**config.mk**
```make
export PLATFORM = sky130hd
export DESIGN_NAME = env_vca
export DESIGN_NICKNAME = d
export VERILOG_FILES = /design/src/rtl/env_vca.sv
export SDC_FILE = /design/constraint.sdc
export NUM_CORES = 1
export LEC_CHECK = 0
export CORE_ASPECT_RATIO = 1.4
export CORE_MARGIN = 2
export CORE_UTILIZATION = 45
export DETAILED_ROUTE_END_ITERATION = 10
export PLACE_DENSITY_LB_ADDON = 0.1
export SYNTH_ARGS = -nofsm -noshare
export SYNTH_HDL_FRONTEND = slang
export SYNTH_SLANG_ARGS = --single-unit
export TNS_END_PERCENT = 30
```
**constraint.sdc**
```tcl
create_clock -name clk_in -period 17.7 [get_ports clk_in]
set_input_delay 3.54 -clock clk_in [delete_from_list [all_inputs] [get_ports clk_in]]
set_output_delay 3.54 -clock clk_in [all_outputs]
set_load 0.005 [all_outputs]
```
**src/rtl/env_vca.sv**
```systemverilog
// Per-voice ADSR envelope generator feeding a two-stage VCA on the oscillator stream.
// Optional build macro: ENV_EXP_RELEASE_EN selects an exponential-like release tail.
package constants;
  parameter int SYNTH_WIDTH = 16;
endpackage

module env_vca #(
  parameter int WIDTH     = constants::SYNTH_WIDTH,
  parameter int RATE_BITS = 24
) (
  input  logic                    clk_in,
  input  logic                    rst_in,
  input  logic                    tick_in,
  input  logic                    gate_in,
  input  logic [RATE_BITS-1:0]    attack_rate_in,
  input  logic [RATE_BITS-1:0]    decay_rate_in,
  input  logic [7:0]              sustain_level_in,
  input  logic [RATE_BITS-1:0]    release_rate_in,
  input  logic signed [WIDTH-1:0] sample_in,
  output logic signed [WIDTH-1:0] val_out,
  output logic [23:0]             env_out,
  output logic [2:0]              state_out,
  output logic                    active_out
);

  typedef enum logic [2:0] {
    ST_IDLE    = 3'd0,
    ST_ATTACK  = 3'd1,
    ST_DECAY   = 3'd2,
    ST_SUSTAIN = 3'd3,
    ST_RELEASE = 3'd4
  } state_t;

  state_t      state_q, state_d;
  logic [23:0] env_q, env_d;
  logic        gate_q;

  logic [23:0] atk_rate, dec_rate, rel_rate, sus_tgt;
  logic [24:0] att_sum, dec_floor, rel_step;
  logic        rise, fall;

  assign atk_rate  = 24'(attack_rate_in);
  assign dec_rate  = 24'(decay_rate_in);
  assign rel_rate  = 24'(release_rate_in);
  assign sus_tgt   = {3{sustain_level_in}};
  assign rise      = gate_in & ~gate_q;
  assign fall      = ~gate_in & gate_q;
  assign att_sum   = {1'b0, env_q} + {1'b0, atk_rate};
  assign dec_floor = {1'b0, sus_tgt} + {1'b0, dec_rate};
`ifdef ENV_EXP_RELEASE_EN
  assign rel_step  = {6'd0, env_q[23:5]} + {1'b0, rel_rate};
`else
  assign rel_step  = {1'b0, rel_rate};
`endif

  always_ff @(posedge clk_in or negedge rst_in) begin
    if (!rst_in) begin
      state_q <= ST_IDLE;
      env_q   <= '0;
      gate_q  <= 1'b0;
    end else begin
      state_q <= state_d;
      env_q   <= env_d;
      gate_q  <= gate_in;
    end
  end

  // Gate edges take priority over the tick: the envelope does not step on an edge cycle.
  always_comb begin
    state_d = state_q;
    env_d   = env_q;
    if (rise) begin
      state_d = ST_ATTACK;
    end else if (fall) begin
      if (state_q == ST_ATTACK || state_q == ST_DECAY || state_q == ST_SUSTAIN)
        state_d = ST_RELEASE;
    end else if (tick_in) begin
      case (state_q)
        ST_IDLE: env_d = '0;
        ST_ATTACK: begin
          if (att_sum[24]) begin
            env_d   = '1;
            state_d = ST_DECAY;
          end else begin
            env_d = att_sum[23:0];
          end
        end
        ST_DECAY: begin
          if ({1'b0, env_q} <= dec_floor) begin
            env_d   = sus_tgt;
            state_d = ST_SUSTAIN;
          end else begin
            env_d = env_q - dec_rate;
          end
        end
        ST_SUSTAIN: env_d = sus_tgt;
        ST_RELEASE: begin
          if ({1'b0, env_q} <= rel_step) begin
            env_d   = '0;
            state_d = ST_IDLE;
          end else begin
            env_d = env_q - rel_step[23:0];
          end
        end
        default: begin
          env_d   = '0;
          state_d = ST_IDLE;
        end
      endcase
    end
  end

  always_comb begin
    state_out  = state_q;
    env_out    = env_q;
    active_out = (state_q != ST_IDLE);
  end

  // VCA: gain reaches exactly 0x10000 at full-scale envelope so unity passes unchanged.
  logic signed [WIDTH-1:0]  sample_s1_q;
  logic [16:0]              gain_s1_q, gain_d;
  logic signed [WIDTH-1:0]  val_q, val_d;
  logic signed [WIDTH+17:0] prod;
  logic                     prod_unused;

  assign gain_d      = {1'b0, env_q[23:8]} + {16'd0, env_q[23]};
  assign prod        = $signed({{18{sample_s1_q[WIDTH-1]}}, sample_s1_q})
                     * $signed({{(WIDTH+1){1'b0}}, gain_s1_q});
  assign val_d       = prod[WIDTH+15:16];
  assign prod_unused = ^{prod[WIDTH+17:WIDTH+16], prod[15:0]};

  always_ff @(posedge clk_in or negedge rst_in) begin
    if (!rst_in) begin
      sample_s1_q <= '0;
      gain_s1_q   <= '0;
      val_q       <= '0;
    end else begin
      sample_s1_q <= sample_in;
      gain_s1_q   <= gain_d;
      val_q       <= val_d;
    end
  end

  assign val_out = val_q;

endmodule

```
# Word-level counts from Yosys, hierarchy flattened
# Cells that the tools add are included.
[totals]
ff_bits = 77
inputBits = 100
out_inout_bits = 44
word_cells = 49
[classes]
n_addsub = 5
mul = 1
magnitude_cmp = 2
n_eq_ne = 9
muxes = 12
n_bitwise = 6
n_reduce_logical = 8
[ops]
columns = ["cell", "n"]
rows = [
  ["case mux 24 bit (4 select lines)", 1],
  ["two-way mux 24 bit", 3],
  ["adder 24 x 24 -> 25 bit", 2],
  ["subtractor 24 bit", 2],
  ["multiplier 16 x 18 -> 32 bit", 1],
  ["<= comparator 24 x 25 -> 1 bit", 1],
  ["<= comparator 24 bit", 1],
  ["two-way mux 3 bit", 7],
  ["adder 16 x 1 -> 17 bit", 1],
  ["case mux 3 bit (4 select lines)", 1],
  ["!= test 4 bit, second input constant", 2],
  ["== test 3 x 2 -> 1 bit, second input constant", 2],
  ["AND reduction 6 bit", 1],
  ["nonzero test 3 bit", 2],
  ["!= test 4 x 3 -> 1 bit, second input constant", 1],
  ["NOT 1 bit", 4],
  ["== test 3 x 1 -> 1 bit, second input constant", 1],
  ["== test 3 bit, second input constant", 1],
  ["logical NOT 3 bit", 1],
  ["!= test 3 x 1 -> 1 bit, second input constant", 1],
  ["!= test 3 x 2 -> 1 bit, second input constant", 1],
  ["AND reduction 3 bit", 1],
  ["AND 1 bit", 2],
  ["logical OR 1 bit", 2],
  ["OR reduction 2 bit", 1],
]

# Depth between registers and ports, before layout
# Gate-level depths: netlist of run 1.
[depth]
ltp_word = 7
mapped_depth = 24
ltp_nobuf = 22

# Worst setup path before layout of run 1
# OpenSTA, ideal clock, no wires.
[synth_path]
kind = "in2reg"
startpoint = "input port decay_rate_in[0]"
endpoint = "register state_q[2], in the netlist state_out[2]"
setup_time_ns = 0.121
arrival_time_ns = 7.485
t_required_ns = 17.579
path_slack_ns = 10.094
cell_stages = 20
path_buffers = 0
cell_sequence = "ha_1 > fa_1 > a211o_2 > a21oi_2 > a2111o_1 > and4b_4 > nor2_1 > a21o_1 > a21oi_1 > xor2_1 > ha_1 > nand4_1 > nor4_1 > o21ai_0 > a21oi_1 > o21ai_1 > nor3_4 > o21ai_2 > a21o_1 > a22o_1"
[synth_via]
elab_chain_cells = 4
[synth_rtl]
columns = ["element", "line_no", "source"]
rows = [
  ["start, declared", "16", "input logic [RATE_BITS-1:0] decay_rate_in,"],
  ["adder 24 x 24 -> 25 bit", "49", "assign dec_floor = {1'b0, sus_tgt} + {1'b0, dec_rate};"],
  ["<= comparator 24 x 25 -> 1 bit", "89", "if ({1'b0, env_q} <= dec_floor) begin"],
  ["!= test 4 x 3 -> 1 bit (no source line)", "-", ""],
  ["AND reduction 6 bit (no source line)", "-", ""],
  ["end signal, assigned", "62", "state_q <= state_d;"],
  ["end, declared", "34", "state_t state_q, state_d;"],
]
# No other way between the ends.
# A chain may end at the register's enable or synchronous reset.

# Worst setup path after layout of run 1
[layout_path]
startpoint = "input port sustain_level_in[4]"
endpoint = "register state_q[2], in the netlist state_out[2]"
[layout_via]
elab_chain_cells = 4
[layout_rtl]
columns = ["element", "line_no", "source"]
rows = [
  ["start, declared", "17", "input logic [7:0] sustain_level_in,"],
  ["adder 24 x 24 -> 25 bit", "49", ""],
  ["<= comparator 24 x 25 -> 1 bit", "89", ""],
  ["!= test 4 x 3 -> 1 bit (no source line)", "-", ""],
  ["AND reduction 6 bit (no source line)", "-", ""],
]
# No other way between the ends.

==> results of run 1 <==
[cells by family after synthesis]
logic type                 count (synthesis)  share of synthesized area (%)
buffers and inverters                    382                           8.53
and+or+nand+nor                          562                           16.6
AOI/OAI and AO/OA                        400                           16.2
adders and majority gates                444                           41.7
DFF                                       77                           11.3
xor gates and xnor gates                 103                           5.27
muxes                                      8                          0.468
[power breakdown]
group | internal, mW | leakage, nW | switching, mW
clock | 0.128 | 0.167 | 0.0963
sequential | 0.220 | 0.992 | 0.110
combinational | 0.619 | 8.42 | 0.776
[area by class of cell]
cell class / instances / area share (%)
timing repair buffer: 151 / 7.71
clock buffer: 9 / 1.17
inverter: 325 / 6.32
sequential: 77 / 9.98
multi-input combinational: 1517 / 71.1
clock inverter: 7 / 0.603
tap: 473 / 3.07
[per-layer routing]
layer / global-route usage [%] / share of wire (%) / vias up
met3: 2.73 / 3.4 / 181
met2: 54.3 / 56 / 433
li1: - / - / 6811
met1: 27.2 / 34 / 7232
met5: 0 / 0 / -
met4: 17.7 / 7.1 / 0
[critical path, cell delays in order]
cell and delay, ps:
clkdlybuf4s50_1 810, ha_1 380, o21a_1 200, o21ai_0 200, nor2_1 70, a21oi_1 240
o311ai_1 210, nor4b_1 440, o31ai_1 220, o41ai_2 250, xor2_1 110, ha_1 310
nand4_1 140, nor4_1 400, o21ai_0 170, a21oi_1 310, o21ai_1 200, nor3_4 650
o21ai_2 180, a21o_1 220, a22o_1 220
[Yosys cell counts (14+ instances only)]
cell and instances:
a21o_1 44, a21oi_1 98, a22o_1 18, and2_1 137, clkbuf_1 49, dfrtp_1 77
fa_1 211, ha_1 233, inv_1 325, nand2_1 187, nand2b_1 14, nand3_1 33
nand4_1 19, nor2_1 80, nor3_1 30, o211ai_1 18, o21a_1 18, o21ai_0 73
o21bai_1 16, xnor2_1 66, xor2_1 37
[cell usage in the layout, fill, tap and decap left out, drive strengths merged, types with 33 or more instances in the layout]
master / n
a21o: 44
nand2: 189
xnor2: 66
dfrtp: 77
a21oi: 101
nor2: 81
clkdlybuf4s50: 142
and2: 138
o21ai: 80
nor3: 33
inv: 328
nand3: 33
xor2: 37
fa: 211
ha: 233
[how the worst max path moves through the flow]
stage                        end  slack [ps]  depth (start not counted)
floorplan           state_out[2]       10090                         20
global placement    state_out[2]        8300                         21
detailed placement  state_out[2]        8150                         21
CTS                 state_out[2]        8530                         21
global route        state_out[2]        8050                         21
finish              state_out[2]        8480                         21
[sequential cells by signal, summed over array words and instances (netlist names)]
register     flops
gain_s1_q       17
gate_q           1
sample_s1_q     16
val_out         16
env_out         24
state_out        3
[metrics by stage]
step / power, mW / setup WS, ps / hold WS [ps] / cell area, um^2
detailed placement: 1.73 / 8150 / 587 / 19000
global placement: 1.72 / 8300 / 581 / 19000
CTS: 1.98 / 8530 / 610 / 19300
global route: 2.15 / 8050 / 642 / 19300
floorplan: 1.26 / 10090 / 546 / 17100
finish: 1.95 / 8480 / 614 / 19300
==> impl_results.md, run 1 <==
- Critical path fanouts, max: 15
- Worst-margin pin slew: 972 ps
- Hpwl dp: ~44000 um
- Latest clock arrival within the worst-skew pair: ~380 ps
- Biggest area consumer among synthesized cells: fa_1
- Port bufs: 143
- CP Class: in -> reg
- Core Region: ~38000 um^2
- Vias in the first global route: approximately 16000
- Starting Density: a little under half
- Largest net degree at the start of global routing: between 60 and 70
- Antenna Cells: 0
- Die width: roughly 170 um
- Num CTS Buffers: 9
- Tcrit/Tclk final: between 50% and 60%
- Highest clock rate: 0.108 GHz
- CP required: roughly 18000 ps
- #FFs+latches synth: 77
- Per-cell routed wire length: about 21 um
- Register area: ~1900 um^2
- Share of the synthesized area in the top cell type: 24.7%
- First-pass GRT wire length: approximately 83000 um
- Final ANT Viol Nets: 0
- Final WL: approximately 54000 um
- Post-Syn Instances: around 2000
- Max-slew headroom: a little over a third
- Mapped Nets: roughly 2500
- Total gr overflow: 0
- H-tree depth: 3
- Largest cells by area after synthesis: fa_1 25%, ha_1 17%, dfrtp_1 11%, inv_1 7.1%, and2_1 5.0%
- CP startpoint kind: primary input
- Status: finished clean
- Max Slew Vio Count: 0
- Post-CTS Setup Bufs: 0
- Routability cong.: around 0.9
- Multi-input logic area: between 10000 and 15000 um^2
- Die Y: approximately 230 um
- Post-synth EDFFs: 0
- HP Class: reg -> reg
- Hold EP: env_out[0]
- Total track usage: around 28%
- Synth Warn #: 0
- DR vias/cell: between 5 and 6
- RR Startpoint: sample_s1_q[5]
- Worst Min Path Start: env_out[0]
- Filler Cell Count: approximately 3700
- Non-filler cells, final: around 2600
- CTS tree: yes
- Site Rows: 84
- Post-synth top flop: dfrtp_1
- Syn avg cell area: a little under 9 um^2
- Worst VDD drop: about 0.053 mV
- Post-synthesis sequential area ratio: a little under an eighth
- Worst Setup SP: sustain_level_in[4]
- Initial DRC count: slightly below 700
- Power density over cell area: ~100 nW/um^2
- Post-CTS Hold Fix Bufs: 0
- IO Pins: about 140
- Final Hold Fails: 0
- Final nets: ~2600
- Initial antenna violation count: 0
- Finish-stage setup viols: 0
- Routed vias: around 15000
- Clk_skew: 13.6 ps
- Clk slew on worst S/H paths: around 70 ps
- Final TNS setup: 0 ps
- Area growth from synthesis to layout: 12.7%
- Cts repair resizes: 0
- Maxcap violations: 0
- Asr flop ratio synth: between 90% and 100%
- Drt drc: 0
- Mapped cell area: between 15000 and 20000 um^2
- Period minus WS final: roughly 9200 ps
- CTS sink cnt: 77
- Root Driver: clkbuf_16
- Layout cells sized above 1: ~2.8%
- FF-to-FF setup slack: approximately 11000 ps
- LEAKAGE: ~9.6 nW
- Placed Cells: approximately 2500
- Clock buffer depth: 2
- Pre-Repair DR Iteration Count: 5
- Crit path capture type: register
- Die area: 39600 um^2
- Synth cell types: 90
- RSZ-0062 raised after global routing: no
- Arrival @ worst endpoint: about 9500 ps
- Hold path depth: 1
- Final core occ: around half
- Reg2reg path depth: 21
- Reg-to-reg critical path endpoint: val_out[14]
(Power assumes the default switching activity.)
==> run 2: changes to the inputs <==
==> constraint.sdc (replaced) <==
create_clock -name clk_in -period 7.48 [get_ports clk_in]
set_input_delay 1.496 -clock clk_in [delete_from_list [all_inputs] [get_ports clk_in]]
set_output_delay 1.496 -clock clk_in [all_outputs]
set_load 0.005 [all_outputs]
==> run 2 against run 1 <==
- clock power up 130%
- final area grew 1.0%
- non-clock buffer count grew 28
- clock skew fell by 0.58 ps
- worst hold slack lost 16 ps
==> impl_results.md, run 2 (same netlist as run 1, synthesis figures left out) <==
- Status: finished clean
- Routability cong.: 0.937 (+3.8%)
- Area growth from synthesis to layout: 13.9%
- Initial DRC count: 721 (+5.6%)
- Starting Density: 45.6% (unchanged)
- Routed vias: 14600 (-0.31%)
- Site Rows: 84 (unchanged)
- CTS tree: yes
- Total gr overflow: 0 (unchanged)
- Finish-stage setup viols: 0 (unchanged)
- Final WL: 54600 um (+1.7%)
- Max-slew headroom: 52.3% (+17 points)
- Largest net degree at the start of global routing: 51 (-18%)
- CTS sink cnt: 77 (unchanged)
- Highest clock rate: 0.147 GHz
- Core Region: 37500 um^2 (unchanged)
- Maxcap violations: 0 (unchanged)
- Post-CTS Hold Fix Bufs: 0 (unchanged)
- Worst Min Path Start: env_out[0]
- Reg-to-reg critical path endpoint: val_out[13]
- Clk_skew: 13.0 ps (-0.581 ps)
- RR Startpoint: gain_s1_q[15]
- Die area: 39600 um^2 (unchanged)
- IO Pins: 144 (unchanged)
- Clk slew on worst S/H paths: 80 ps (about the same)
- DR vias/cell: 5.65 (-1.4%)
- Total track usage: 28.2% (+0.49 points)
- Pre-Repair DR Iteration Count: 6 (+1)
- Slowest Stage Delay on Critical Path: 810 ps (about the same)
- Critical path fanouts, max: 16 (+1)
- Hpwl dp: 45900 um (+5.4%)
- Crit path capture type: register
- Worst-margin pin slew: 716 ps (-256 ps)
- Final TNS setup: 0 ps (unchanged)
- Final hold slack: 597 ps (-16.4 ps)
- HP Class: reg -> reg
- Cts repair resizes: 0 (unchanged)
- Hold path depth: 1 (unchanged)
- Arrival @ worst endpoint: 7040 ps (-2450 ps)
- Commonest non-fill, non-tap cell in the layout: inv_1
- Max Slew Vio Count: 0 (unchanged)
- Port bufs: 143 (unchanged)
- CP max-delay cell: dfrtp_1
- RSZ-0062 raised after global routing: no
- LEAKAGE: 9.71 nW (+1.4%)
- Worst-path cell chain: nand2_1, fa_1, inv_1, fa_1, fa_1, fa_1, fa_1, inv_1, fa_1, inv_1, ha_1, inv_1, nor2_1, nand3_1, o221ai_1, o2111ai_2, a311oi_2, a41oi_2, and2b_1, xnor2_1
- Layout cells sized above 1: 4.12% (+1.3 points)
- Root Driver: clkbuf_16
- Most used cell, CP: fa_1
- Worst VDD drop: 0.149 mV (+180%)
- H-tree depth: 3 (unchanged)
- Clock buffer depth: 2 (unchanged)
- Vias in the first global route: 15900 (+2.2%)
- CP Class: reg -> reg
- Per-cell routed wire length: 21.1 um (+0.63%)
- FF-to-FF setup slack: 680 ps (-9960 ps)
- Antenna Cells: 0 (unchanged)
- Tcrit/Tclk final: between 90% and 100%
- Final nets: 2653 (+1.1%)
- CP required: 7730 ps (-10230 ps)
- Initial antenna violation count: 0 (unchanged)
- Hold EP: env_out[0]
- Power density over cell area: 238 nW/um^2 (+140%)
- Die Y: 235 um (unchanged)
- Max reg flops: 24 (unchanged)
- Final Hold Fails: 0 (unchanged)
- Reg2reg path depth: 20 (-4.8%)
- Drt drc: 0 (unchanged)
- Post-CTS Setup Bufs: 0 (unchanged)
- First-pass GRT wire length: 85200 um (+2.1%)
- Latest clock arrival within the worst-skew pair: 370 ps (about the same)
- Die width: 169 um (unchanged)
- Num CTS Buffers: 9 (unchanged)
- CP startpoint kind: register
- Period minus WS final: 6800 ps
- Most frequent cells in the layout: 325 x inv_1, 233 x ha_1, 211 x fa_1, 187 x nand2_1, 142 x clkdlybuf4s50_1
- Final ANT Viol Nets: 0 (unchanged)
run 2: changes by cell type in the layout (fill, tap and decap cells not counted), sizes merged:
cell and delta:
buf +28, clkinv -2, clkinvlp +1, inv +1
run 2: final cells by class:
class / count / area, um^2
inverter: 325 / 1220
fill: 3641 / 18000
sequential: 77 / 1930
multi-input combinational: 1517 / 13700
tap: 473 / 592
clock buffer: 9 / 225
timing repair buffer: 179 / 1700
clock inverter: 7 / 105
run 2: worst max path at each step:
stage                              from           to  slack (ps)
global placement          gain_s1_q[15]  val_out[13]         610
finish                    gain_s1_q[15]  val_out[13]         680
detailed placement  sustain_level_in[0]   env_out[9]         440
global route              gain_s1_q[15]  val_out[13]         300
floorplan                sample_s1_q[7]  val_out[13]        1590
CTS                       gain_s1_q[15]  val_out[13]         600
run 2: critical path, delay by kind of cell (launching register included):
kind / cells / cell delay (ps)
adders and majority gates: 7 / 3360
AOI/OAI and AO/OA: 4 / 1360
DFF: 1 / 810
and+or+nand+nor: 4 / 770
buffers and inverters: 4 / 240
xor gates and xnor gates: 1 / 120
run 2: per-layer routing:
layer	GRT usage (%)	share of wire, %	routed length [um]	vias to the layer above
li1	-	-	-	6853
met1	27.9	34	18500	7160
met2	54.9	56	30500	429
met3	2.58	3.1	1700	169
met4	18.6	7.2	3930	0
met5	0	0	0	-
run 2: power by group:
part,internal [mW],switching [mW],total [mW]
logic,1.48,1.87,3.35
registers,0.520,0.247,0.767
clock network,0.299,0.223,0.522
total,2.30,2.34,4.64
run 2: per-stage QoR:
| step | worst slack (ps) | instances | total power [mW] | util (%) | cell area [um^2] |
|---|---|---|---|---|---|
| 6_report | 684 | 2587 | 4.64 | 52.0 | 19500 |
| 5_1_grt | 301 | 2587 | 5.12 | 52.0 | 19500 |
| 4_1_cts | 603 | 2587 | 4.71 | 52.0 | 19500 |
| 3_5_place_dp | 438 | 2571 | 4.16 | 51.1 | 19200 |
| 3_3_place_gp | 605 | 2571 | 4.10 | 51.1 | 19200 |
| 2_1_floorplan | 1590 | 1976 | 2.97 | - | 17100 |
==> run 3: changes to the inputs <==
--- a/config.mk
+++ b/config.mk
@@ -5,8 +5,9 @@
 export SDC_FILE = /design/constraint.sdc
 export NUM_CORES = 1
 export LEC_CHECK = 0
+export CAP_MARGIN = 20
 export CORE_ASPECT_RATIO = 1.4
-export CORE_MARGIN = 2
+export CORE_MARGIN = 3
 export CORE_UTILIZATION = 45
 export DETAILED_ROUTE_END_ITERATION = 10
 export PLACE_DENSITY_LB_ADDON = 0.1
==> constraint.sdc (replaced) <==
create_clock -name clk_in -period 7.48 [get_ports clk_in]
set_input_delay 1.122 -clock clk_in [delete_from_list [all_inputs] [get_ports clk_in]]
set_output_delay 1.122 -clock clk_in [all_outputs]
set_load 0.005 [all_outputs]
==> run 3 against run 2 <==
- worst hold slack got worse by 12 ps
- clock skew increased by 3.7 ps
- core utilization increased by 0.20 points
- combinational power about the same
- highest routed layer unchanged
- clock power decreased by 3%
- maximum frequency increased by 3.2%
- critical path type unchanged
==> impl_results.md, run 3 (same netlist as run 1, synthesis figures left out) <==
- Finish-stage setup viols: 0 (unchanged)
- Maxcap violations: 0 (unchanged)
- Worst-path cell chain: buf_4, nand2_1, fa_1, fa_1, inv_1, fa_1, fa_1, fa_1, inv_1, fa_1, inv_1, ha_1, nand2_1, nor2_1, nand3_1, o221ai_1, o2111ai_2, a311oi_2, a41oi_2, and2b_1, xnor2_1
- Clk slew on worst S/H paths: 70 ps (about the same)
- Clk_skew: 16.7 ps (+3.65 ps)
- Worst-margin pin slew: 945 ps (+229 ps)
- CP bufs+invs: 4 (unchanged)
- CTS sink cnt: 77 (unchanged)
- Die Y: 237 um (+0.85%)
- Post-CTS Setup Bufs: 0 (unchanged)
- Routed vias: 14400 (-1.2%)
- Period minus WS final: 6590 ps (-210 ps)
- Die width: 171 um (+1.2%)
- Most used cell, CP: fa_1
- Final hold slack: 586 ps (-11.7 ps)
- Die area: 40500 um^2 (+2.0%)
- DR vias/cell: 5.64 (-0.22%)
- Crit path capture type: register
- Port bufs: 143 (unchanged)
- CP Class: reg -> reg
- IO Pins: 144 (unchanged)
- Starting Density: 46.2% (+0.55 points)
- Core Region: 37100 um^2 (-1.2%)
- Commonest non-fill, non-tap cell in the layout: inv_1
- HP Class: reg -> reg
- Total track usage: 26.4% (-1.8 points)
- Final nets: 2632 (-0.79%)
- CP top delay family: adder cells
- CTS tree: yes
- First-pass GRT wire length: 82100 um (-3.6%)
- Initial DRC count: 637 (-12%)
- Final ANT Viol Nets: 0 (unchanged)
- H-tree depth: 3 (unchanged)
- Final TNS setup: 0 ps (unchanged)
- Routability cong.: 0.928 (-0.90%)
- Latest clock arrival within the worst-skew pair: 360 ps (about the same)
- RSZ-0062 raised after global routing: no
- Vias in the first global route: 15200 (-4.1%)
- Total gr overflow: 0 (unchanged)
- Max Slew Vio Count: 0 (unchanged)
- Highest clock rate: 0.152 GHz (+3.2%)
- Status: finished clean
- Layout cells sized above 1: 3.11% (-1.0 points)
- Per-cell routed wire length: 20.4 um (-3.1%)
- CP max-delay cell: dfrtp_1
- Final WL: 52400 um (-4.1%)
- Power density over cell area: 241 nW/um^2 (+1.2%)
- Worst VDD drop: 0.181 mV (+22%)
- Largest net degree at the start of global routing: 62 (+22%)
- Max reg flops: 24 (unchanged)
- Drt drc: 0 (unchanged)
- Num CTS Buffers: 9 (unchanged)
- Post-CTS Hold Fix Bufs: 0 (unchanged)
- Clock buffer depth: 2 (unchanged)
- LEAKAGE: 9.61 nW (-1.0%)
- Initial antenna violation count: 0 (unchanged)
- Cts repair resizes: 0 (unchanged)
- CP required: 7720 ps (about the same)
- Most frequent cells in the layout: 325 x inv_1, 233 x ha_1, 211 x fa_1, 187 x nand2_1, 142 x clkdlybuf4s50_1
- Tcrit/Tclk final: 88.0% (-2.8 points)
- Final Hold Fails: 0 (unchanged)
- Root Driver: clkbuf_16
- Critical path fanouts, max: 13 (-3)
- Pre-Repair DR Iteration Count: 7 (+1)
- Arrival @ worst endpoint: 6820 ps (-220 ps)
- Max-slew headroom: 36.8% (-15 points)
- Slowest Stage Delay on Critical Path: 700 ps (-110 ps)
- Hpwl dp: 43900 um (-4.5%)
- CP startpoint kind: register
- Site Rows: 83 (-1.2%)
- Area growth from synthesis to layout: 13.0%
## run 3: changes by cell type in the layout (fill, tap and decap cells not counted)
cell        previous run  this run
clkbuf_8               0         2
inv_8                  1         0
clkbuf_1               0         1
clkinvlp_4             1         0
inv_6                  3         2
buf_4                 37        16
diode_2                0         1
## run 3: worst paths after layout
path,slack (ps),cells past startpoint,start,end
hold / removal,590,1,env_out[0],env_out[0]
hold reg to reg,590,1,env_out[0],env_out[0]
max in group asynchronous,5720,2,rst_in,val_out[1]
setup reg to reg,890,21,sample_s1_q[7],val_out[13]
setup / recovery,890,21,sample_s1_q[7],val_out[13]
min in group asynchronous,640,1,rst_in,sample_s1_q[4]
## run 3: area by class of cell
type,count,area [um^2]
diodes,1,2.50
repair buffers,158,1540
clock inverters,4,77.6
well taps,467,584
multi-input cells,1517,13700
flip-flops and latches,77,1930
clock buffers,12,256
fillers,3554,17700
inverters,325,1220
## run 3: where the power goes
part / internal, mW / total (mW) / switching (mW)
clock network: 0.313 / 0.507 / 0.194
logic: 1.47 / 3.38 / 1.91
registers: 0.521 / 0.770 / 0.249
## run 3: per-layer routing
metal | GRT usage (%) | wire length [um] | vias up
li1 | - | - | 6811
met1 | 27.3 | 18000 | 7092
met2 | 51.2 | 29500 | 388
met3 | 2.34 | 1690 | 142
met4 | 14.6 | 3170 | 0
met5 | 0 | 0 | -
## run 3: stage by stage
stage / cells / cell area [um^2] / power, mW / util, % / worst slack (ps)
after CTS: 2560 / 19300 / 4.74 / 52.2 / 831
after global placement: 2544 / 19000 / 4.17 / 51.3 / 911
after floorplan: 1976 / 17100 / 2.97 / - / 1590
after detailed placement: 2544 / 19000 / 4.19 / 51.3 / 635
final: 2561 / 19300 / 4.66 / 52.2 / 894
after global routing: 2560 / 19300 / 5.14 / 52.2 / 420
